**src/rtl/amp_pwr_seq_pkg.sv**
```systemverilog
// Shared types and defaults for the amplifier power sequencer.
package amp_pwr_seq_pkg;

  typedef enum logic [1:0] {
    SHDN = 2'd0,
    RUN  = 2'd1,
    FLT  = 2'd2,
    LOCK = 2'd3
  } chan_state_t;

  localparam int DEF_NUM_AMP   = 2;
  localparam int DEF_SHDN_CYC  = 250000;
  localparam int DEF_FILT_CYC  = 16;
  localparam int DEF_MAX_RETRY = 3;

  function automatic int clog2(input int v);
    int r;
    r = 0;
    for (int i = 0; i < 31; i++)
      if ((1 << i) < v) r = i + 1;
    return r;
  endfunction

endpackage

```
**src/rtl/amp_pwr_seq_if.sv**
```systemverilog
// Amp control/status bundle: fault inputs, clear pulse and sequencer outputs.
interface amp_pwr_seq_if #(parameter int NUM_AMP = 2);
  logic [NUM_AMP-1:0] Flt_n;
  logic               clr_flt;
  logic [NUM_AMP-1:0] sht_dwn;
  logic [NUM_AMP-1:0] amp_rdy;
  logic [NUM_AMP-1:0] lockout;
  logic               mute;

  modport master (output Flt_n, clr_flt, input sht_dwn, amp_rdy, lockout, mute);
  modport slave  (input Flt_n, clr_flt, output sht_dwn, amp_rdy, lockout, mute);
endinterface

```
**src/rtl/amp_pwr_seq_chan_fsm.sv**
```systemverilog
// One amplifier channel: fault synchronizer/filter, hold timer, retry count, FSM.
module amp_chan_fsm
  import amp_pwr_seq_pkg::*;
#(
  parameter int SHDN_CYC  = DEF_SHDN_CYC,
  parameter int FILT_CYC  = DEF_FILT_CYC,
  parameter int MAX_RETRY = DEF_MAX_RETRY
) (
  input  logic clk,
  input  logic rst_n,
  input  logic flt_n,
  input  logic clr_flt,
  output logic sht_dwn,
  output logic amp_rdy,
  output logic lockout
);

  localparam int TW = clog2(SHDN_CYC + 1);
  localparam int FW = (FILT_CYC > 1) ? clog2(FILT_CYC) : 1;
  localparam logic [TW-1:0] T_END = TW'(SHDN_CYC - 1);
  localparam logic [FW-1:0] F_END = FW'(FILT_CYC - 1);
  localparam logic [2:0]    R_MAX = 3'(MAX_RETRY);

  chan_state_t   state, nxt;
  logic [1:0]    sync;
  logic [TW-1:0] tmr;
  logic [FW-1:0] filt;
  logic [2:0]    retry, retry_inc;
  logic          flt_low, tmr_done, filt_done;

  assign flt_low   = ~sync[1];
  assign tmr_done  = (tmr == T_END);
  assign filt_done = flt_low && (filt == F_END);
  // A clear arriving with FLT expiry takes effect before the increment.
  assign retry_inc = (clr_flt ? 3'd0 : retry) + 3'd1;

  always_ff @(posedge clk or negedge rst_n)
    if (!rst_n) state <= SHDN;
    else        state <= nxt;

  always_comb begin
    nxt = state;
    case (state)
      SHDN: if (tmr_done)  nxt = RUN;
      RUN:  if (filt_done) nxt = FLT;
      FLT:  if (tmr_done)  nxt = (retry_inc == R_MAX) ? LOCK : RUN;
      LOCK: if (clr_flt)   nxt = SHDN;
      default:             nxt = SHDN;
    endcase
  end

  logic sd_d, rdy_d, lk_d;
  always_comb begin
    sd_d  = (nxt != RUN);
    rdy_d = (nxt == RUN);
    lk_d  = (nxt == LOCK);
  end

  always_ff @(posedge clk or negedge rst_n)
    if (!rst_n) begin
      sht_dwn <= 1'b1;
      amp_rdy <= 1'b0;
      lockout <= 1'b0;
    end else begin
      sht_dwn <= sd_d;
      amp_rdy <= rdy_d;
      lockout <= lk_d;
    end

  always_ff @(posedge clk or negedge rst_n)
    if (!rst_n) sync <= 2'b11;
    else        sync <= {sync[0], flt_n};

  // Timer restarts on every state change and saturates once RUN is long enough.
  always_ff @(posedge clk or negedge rst_n)
    if (!rst_n)                               tmr <= '0;
    else if (nxt != state || state == LOCK)   tmr <= '0;
    else if (!tmr_done)                       tmr <= tmr + 1'b1;

  always_ff @(posedge clk or negedge rst_n)
    if (!rst_n)                                       filt <= '0;
    else if (state == RUN && nxt == RUN && flt_low)   filt <= filt + 1'b1;
    else                                              filt <= '0;

  always_ff @(posedge clk or negedge rst_n)
    if (!rst_n)                                    retry <= 3'd0;
    else if (state == FLT && tmr_done)             retry <= retry_inc;
    else if (clr_flt || (state == RUN && tmr_done)) retry <= 3'd0;

endmodule

```
**src/rtl/amp_pwr_seq.sv**
```systemverilog
// Power sequencer top: NUM_AMP channel FSMs plus the registered global mute.
module amp_pwr_seq
  import amp_pwr_seq_pkg::*;
#(
  parameter int NUM_AMP   = DEF_NUM_AMP,
  parameter int SHDN_CYC  = DEF_SHDN_CYC,
  parameter int FILT_CYC  = DEF_FILT_CYC,
  parameter int MAX_RETRY = DEF_MAX_RETRY
) (
  input logic           clk,
  input logic           rst_n,
  amp_pwr_seq_if.slave  bus
);

  logic [NUM_AMP-1:0] sd, rdy, lk;
  logic               mute_q;

  for (genvar g = 0; g < NUM_AMP; g++) begin : g_chan
    amp_chan_fsm #(
      .SHDN_CYC  (SHDN_CYC),
      .FILT_CYC  (FILT_CYC),
      .MAX_RETRY (MAX_RETRY)
    ) u_chan (
      .clk     (clk),
      .rst_n   (rst_n),
      .flt_n   (bus.Flt_n[g]),
      .clr_flt (bus.clr_flt),
      .sht_dwn (sd[g]),
      .amp_rdy (rdy[g]),
      .lockout (lk[g])
    );
  end

  always_ff @(posedge clk or negedge rst_n)
    if (!rst_n) mute_q <= 1'b1;
    else        mute_q <= |(~rdy);

  assign bus.sht_dwn = sd;
  assign bus.amp_rdy = rdy;
  assign bus.lockout = lk;
  assign bus.mute    = mute_q;

endmodule

```
**src/flat_wrapper.sv**
```systemverilog
// flat-port wrapper written by rule: the top's interface ports become plain ports
module amp_pwr_seq_flat import amp_pwr_seq_pkg::*;
#(
  parameter int NUM_AMP   = DEF_NUM_AMP,
  parameter int SHDN_CYC  = DEF_SHDN_CYC,
  parameter int FILT_CYC  = DEF_FILT_CYC,
  parameter int MAX_RETRY = DEF_MAX_RETRY
)
  (clk, rst_n, bus_Flt_n, bus_clr_flt, bus_sht_dwn, bus_amp_rdy, bus_lockout, bus_mute);
  amp_pwr_seq_if #(.NUM_AMP(NUM_AMP)) bus_i ();
  input logic clk;
  input logic rst_n;
  input wire logic [$bits(bus_i.Flt_n)-1:0] bus_Flt_n;
  input wire logic [$bits(bus_i.clr_flt)-1:0] bus_clr_flt;
  output wire logic [$bits(bus_i.sht_dwn)-1:0] bus_sht_dwn;
  output wire logic [$bits(bus_i.amp_rdy)-1:0] bus_amp_rdy;
  output wire logic [$bits(bus_i.lockout)-1:0] bus_lockout;
  output wire logic [$bits(bus_i.mute)-1:0] bus_mute;
  assign bus_i.Flt_n = bus_Flt_n;
  assign bus_i.clr_flt = bus_clr_flt;
  assign bus_sht_dwn = bus_i.sht_dwn;
  assign bus_amp_rdy = bus_i.amp_rdy;
  assign bus_lockout = bus_i.lockout;
  assign bus_mute = bus_i.mute;
  amp_pwr_seq #(.NUM_AMP(NUM_AMP), .SHDN_CYC(SHDN_CYC), .FILT_CYC(FILT_CYC), .MAX_RETRY(MAX_RETRY)) u_core (.clk(clk), .rst_n(rst_n), .bus(bus_i));
endmodule
```
**config.mk**
```make
export PLATFORM = sky130hd
export DESIGN_NAME = amp_pwr_seq_flat
export DESIGN_NICKNAME = d
export VERILOG_FILES = /design/src/rtl/amp_pwr_seq_pkg.sv /design/src/rtl/amp_pwr_seq_if.sv /design/src/rtl/amp_pwr_seq_chan_fsm.sv /design/src/rtl/amp_pwr_seq.sv /design/src/flat_wrapper.sv
export SDC_FILE = /design/constraint.sdc
export NUM_CORES = 1
export LEC_CHECK = 0
export CORE_ASPECT_RATIO = 0.9
export CORE_UTILIZATION = 50
export CTS_CLUSTER_SIZE = 20
export DETAILED_ROUTE_END_ITERATION = 10
export GPL_TIMING_DRIVEN = 0
export PLACE_DENSITY = 0.77
export SLEW_MARGIN = 0
export SYNTH_ARGS = -nofsm -noshare
export SYNTH_HDL_FRONTEND = slang
export SYNTH_SLANG_ARGS = --single-unit
```
**constraint.sdc**
```tcl
create_clock -name clk -period 6.6 [get_ports clk]
set_clock_uncertainty 0.15 [all_clocks]
set_input_delay 1.32 -clock clk [delete_from_list [all_inputs] [get_ports clk]]
set_output_delay 1.32 -clock clk [all_outputs]
set_load 0.02 [all_outputs]
```
[Word-level counts from Yosys, hierarchy flattened]
Cells that the tools add are included.
Word-level totals
  bits in registers: 65
  input port bits: 5
  output and inout bits: 7
  word-level logic and storage cells: 91
Operators by class
  add/sub/neg operators: 6
  equality and inequality tests: 22
  multiplexer cells: 24
  bitwise gates (word level): 3
  reduce and logical (&&, ||, !) cells: 19
Operators by type and width (count)
  $mux W18: 4
  $add A18 B1 Y18 const B: 2
  $eq A18 B18 Y1 const B: 2
  $mux W2: 10
  $mux W3: 6
  $pmux W2 S4: 2
  $eq A2 B2 Y1 const B: 6
  $logic_and A1 B1 Y1: 10
  $add A4 B1 Y4 const B: 2
  $eq A2 B1 Y1 const B: 4
  $eq A4 B4 Y1 const B: 2
  $mux W4: 2
  $ne A2 B1 Y1 const B: 4
  $add A3 B1 Y3 const B: 2
  $eq A3 B2 Y1 const B: 2
  $logic_not A2 Y1: 2
  $logic_or A1 B1 Y1: 4
  $ne A2 B2 Y1: 2
  $reduce_bool A2 Y1: 2
  $not A1 Y1: 2
  $not A2 Y2: 1
  $reduce_or A2 Y1: 1

[Logic depth before layout (Yosys ltp)]
  depth in word-level cells: 10
  depth in mapped cells: 7
  depth with buffers taken out: 6

[Hierarchy]
A second synthesis with hierarchy kept.
Unflattened totals
  cells, all modules: 335
  area total of the unflattened synthesis: 3377.0 µm²
Modules (own cells, without submodules)
  amp_chan_fsm (u_core.g_chan[1].u_chan): times used 1, cells each 170, area each 1691.6 µm², sequential area each 804.5 µm²
  amp_chan_fsm (u_core.g_chan[0].u_chan): times used 1, cells each 163, area each 1655.3 µm², sequential area each 804.5 µm²
  amp_pwr_seq: times used 1, cells each 2, area each 30.0 µm², sequential area each 26.3 µm²

[Worst setup path after synthesis]
No wires, ideal clock.
  path type: input -> register
  start point: in bus_clr_flt
  end point: reg u_core.g_chan[0].u_chan.sht_dwn
  library setup time: 78 ps
  arrival time: 2668 ps
  data required time: 6372 ps
  slack: 3705 ps
  cell stages on the path: 7
  path buffers: 1
  path through: clkbuf_1 > nor2b_1 > ha_1 > nand2b_1 > and3_1 > a211o_1 > and2_1
Between the ends
  cells in the longest elaborated chain, start to end: 7
  elaborated cells between the ends (all ways): 8
  classes of those cells: add/sub (1); eq/ne (2); mux (5)
RTL lines
  from (decl): RTL line flat_wrapper.sv:14  | input wire logic [$bits(bus_i.clr_flt)-1:0] bus_clr_flt;
  $mux W3: RTL line amp_pwr_seq_chan_fsm.sv:35  | assign retry_inc = (clr_flt ? 3'd0 : retry) + 3'd1;
  $add A3 B1 Y3: RTL line amp_pwr_seq_chan_fsm.sv:35
  $eq A3 B2 Y1: RTL line amp_pwr_seq_chan_fsm.sv:46  | FLT: if (tmr_done) nxt = (retry_inc == R_MAX) ? LOCK : RUN;
  $mux W2 (2 in a row): RTL line amp_pwr_seq_chan_fsm.sv:46
  $pmux W2 S4 (*): RTL line amp_pwr_seq_chan_fsm.sv:43  | case (state)
  $ne A2 B1 Y1 (*): RTL line amp_pwr_seq_chan_fsm.sv:54  | sd_d = (nxt != RUN);
  named net u_core.g_chan[0].u_chan.sd_d: RTL line amp_pwr_seq_chan_fsm.sv:52  | logic sd_d, rdy_d, lk_d;
  to (signal assigned): RTL line amp_pwr_seq_chan_fsm.sv:61  | sht_dwn <= 1'b1;
  to (signal assigned): RTL line amp_pwr_seq_chan_fsm.sv:65  | sht_dwn <= sd_d;
  to (decl): RTL line amp_pwr_seq_chan_fsm.sv:13  | output logic sht_dwn,
Mark *: on every way through the listed nets, which the timed path passes. The rest lies on a longest branch.
A chain may end at the register's enable or synchronous reset.

[Worst setup path in the final report]
Ends and elaborated chain as after synthesis.

==> results by group <==
Synthesis
  • Synth cell types: 52
  • Share of the synthesized area in the top cell type: 44.1%
  • Synthesized area per cell: 9.86 sq um
  • Post-synth ARST share: 100%
  • Register area share after synthesis: 49.7%
  • Mapped Area: 0.00329 sq mm
  • Mapped Cells: 334
  • Synth Flop Type: dfrtp_1
  • EDFF count, synth: 0
  • Post-synth top area cell: dfrtp_1
  • Ranking of synthesized cells by area: dfrtp_1, nor2_1, dfstp_2, xnor2_1, xor2_1
  • Syn nets: 347
  • Register bit total from synthesis: 65
  • Number of synthesis warnings: 0

CTS
  • Clk buf depth: 2
  • Worst skew pair latency: 0.34 ns
  • Hold Buf Count CTS: 0
  • CTS H-tree lvls: 3
  • Setup bufs post-CTS: 0
  • CTS clock-pin slew for the worst setup and hold paths: 0.07 ns
  • Total CTS buffers: 9
  • Sink Count: 65
  • CTS tree: yes
  • CTS root buf: clkbuf_8
  • Gates resized, CTS repair: 0

Worst setup path
  • Critical path cell sequence: clkdlybuf4s50_1 -> clkbuf_1 -> nor2b_1 -> ha_1 -> nand2b_1 -> and3_1 -> a211o_1 -> and2_1
  • CP max stage cell: clkdlybuf4s50_1
  • Cells on worst reg2reg path: 6
  • Setup crit end kind: flip-flop
  • Crit path max-delay family: buffers and inverters
  • Crit path kind: input port to flip-flop
  • Crit Path Max Fanout: 10
  • Reg2Reg Capture Point: u_core.g_chan[0].u_chan.tmr[14]
  • Worst Path Required: 6.72 ns
  • FF-to-FF Start: u_core.g_chan[0].u_chan.tmr[4]
  • Critical path origin: bus_clr_flt
  • Critical path launch point type: input port
  • Flop2flop setup slack: 4.25 ns
  • Worst path bufs/invs: 2
  • CP arrival: 3.47 ns
  • Worst path max stage delay: 0.49 ns

Die
  • # rows: 27
  • Die Area: 0.00692 sq mm
  • DIE WIDTH: 87.5 um
  • Die Y: 79.0 um
  • Starting density of the core: 52.7%
  • Core area: 0.00625 sq mm
  • Top-level I/O count: 12

Power
  • Combinational power share: 9.5%
  • Max rail drop VDD: 213 uV
  • Clock power share: 37.4%
  • Sequential Power Share: 53.1%
  • P_sw: 236 uW
  • Internal: 658 uW
  • PwrDens: 241 mW/mm^2
  • Leakage: 0.00164 uW
  • Sw Ratio: 26.4%

Hold path
  • Hold Crit Start: u_core.g_chan[0].u_chan.sync[0]
  • Worst hold stages: 0
  • Worst Hold Class: flip-flop to flip-flop
  • Worst hold endpoint: u_core.g_chan[0].u_chan.sync[1]

Global routing
  • Grt total ovfl: 0
  • Gr usage total: 18.6%
  • Number of global-route vias before repair: 2239
  • Largest net degree at the start of global routing: 66
  • Antenna violations before repair: 0
  • First-pass GRT wire length: 9.85 mm

Layout
  • Most frequent cells in the layout: dfrtp_1, nor2_1, nand2_1, xnor2_1, nand3_1
  • Final core utilization: 59.3%
  • Synth-to-Final Area Change: 12.5%
  • Share of cells above drive strength 1: 12.5%
  • Antenna cells: 0
  • Commonest non-fill, non-tap cell in the layout: dfrtp_1
  • Layout Nets: 369

Drt
  • Antenna viol nets, final: 0
  • Vias: 2381
  • WL/cell: 12.6 um
  • Drt pass-1 iters: 4
  • DRT Wirelength: 5.66 mm
  • Vias per cell: 5.31
  • Initial DRC count: 81
  • Number of remaining DRC errors: 0

Run status
  • Outcome: completed

Timing
  • Setup violators final: 0
  • Maximum clock rate: 298 MHz
  • Min Hold Slack: 0.212 ns
  • Tcrit/Tclk final: 50.8%
  • Worst slew pin tran: 0.782 ns
  • Tmin final: 3.35 ns
  • Setup_tns: 0 ns
  • RSZ-0062 raised after global routing: no
  • Final Hold Viols: 0
  • Final Max Slew Viols: 0
  • Rel. slew slack: 47.9%

Place
  • Final Wtd Congestion: 0.804
  • Hpwl dp: 3.91 mm
  • Port buffer count: 11

Run
  • Max-cap viol count: 0
==> flip-flops by register name (all words and copies together), names as in the netlist <==
signal,flops
u_core.g_chan.u_chan.filt,8
u_core.g_chan.u_chan.sht_dwn,2
u_core.g_chan.u_chan.lockout,2
u_core.g_chan.u_chan.retry,6
u_core.g_chan.u_chan.sync,4
u_core.bus.mute,1
u_core.g_chan.u_chan.tmr,36
u_core.g_chan.u_chan.amp_rdy,2
u_core.g_chan.u_chan.state,4
==> cell families after synthesis <==
kind of cell	Yosys count	share of synthesized area [%]
buffers and inverters	25	4.44
DFF	65	49.7
adders and majority gates	8	3.04
and+or+nand+nor	167	26.7
AOI/OAI and AO/OA	36	7.30
xor gates and xnor gates	32	8.51
muxes	1	0.304
==> per-stage QoR <==
stage / cells / instance area [sq um] / total power [uW] / setup slack [ns]
5_1_grt: 448 / 3710 / 941 / 3.15
2_1_floorplan: 334 / 3290 / 537 / 3.70
3_3_place_gp: 432 / 3510 / 561 / 1.97
4_1_cts: 448 / 3710 / 906 / 3.27
3_5_place_dp: 432 / 3510 / 568 / 2.91
6_report: 448 / 3710 / 894 / 3.25
==> synthesized netlist by cell type (5+ instances only) <==
| master | n |
|---|---|
| dfrtp_1 | 58 |
| nor2_1 | 51 |
| nand2_1 | 29 |
| xnor2_1 | 18 |
| nand3_1 | 16 |
| xor2_1 | 14 |
| nor3_1 | 11 |
| nor2b_1 | 10 |
| inv_1 | 9 |
| a21oi_1 | 8 |
| ha_1 | 8 |
| o21ai_0 | 8 |
| and2_1 | 7 |
| buf_4 | 7 |
| dfstp_2 | 7 |
| nand4_1 | 6 |
| and3_1 | 5 |
| and4_1 | 5 |
| clkbuf_1 | 5 |
| or3_1 | 5 |
==> layout make-up <==
type	count	area [sq um]
buffer	16	113
sequential	65	1640
multi-input combinational	244	1510
timing repair buffer	11	108
tap	87	109
clock buffer	11	141
inverter	9	33.8
fill	496	2540
clock inverter	5	55.1
==> per-layer routing <==
layer	global-route usage, %	up-vias	wire [um]
met3	6.24	9	183
met5	0	-	0
met1	22.1	1168	2650
li1	-	1178	-
met4	6.56	0	69
met2	31.3	26	2760
==> power groups by stage <==
stage          Combinational (uW)  Clock (uW)  Sequential, uW
2_1_floorplan                66.1           0             471
3_3_place_gp                 83.0           0             478
3_5_place_dp                 86.3           0             481
4_1_cts                      86.9         345             474
5_1_grt                      98.6         361             481
6_report                     85.3         334             475
==> worst max path at each step <==
stage | cells past startpoint | slack, ns | to
final | 8 | 3.25 | u_core.g_chan[0].u_chan.sht_dwn
after floorplan | 7 | 3.70 | u_core.g_chan[0].u_chan.sht_dwn
after CTS | 8 | 3.27 | u_core.g_chan[0].u_chan.sht_dwn
after global placement | 1 | 1.97 | u_core.g_chan[0].u_chan.tmr[11]
after detailed placement | 8 | 2.91 | u_core.g_chan[0].u_chan.sht_dwn
after global routing | 8 | 3.15 | u_core.g_chan[0].u_chan.sht_dwn
Note: power is estimated with default switching activity, not from simulation.
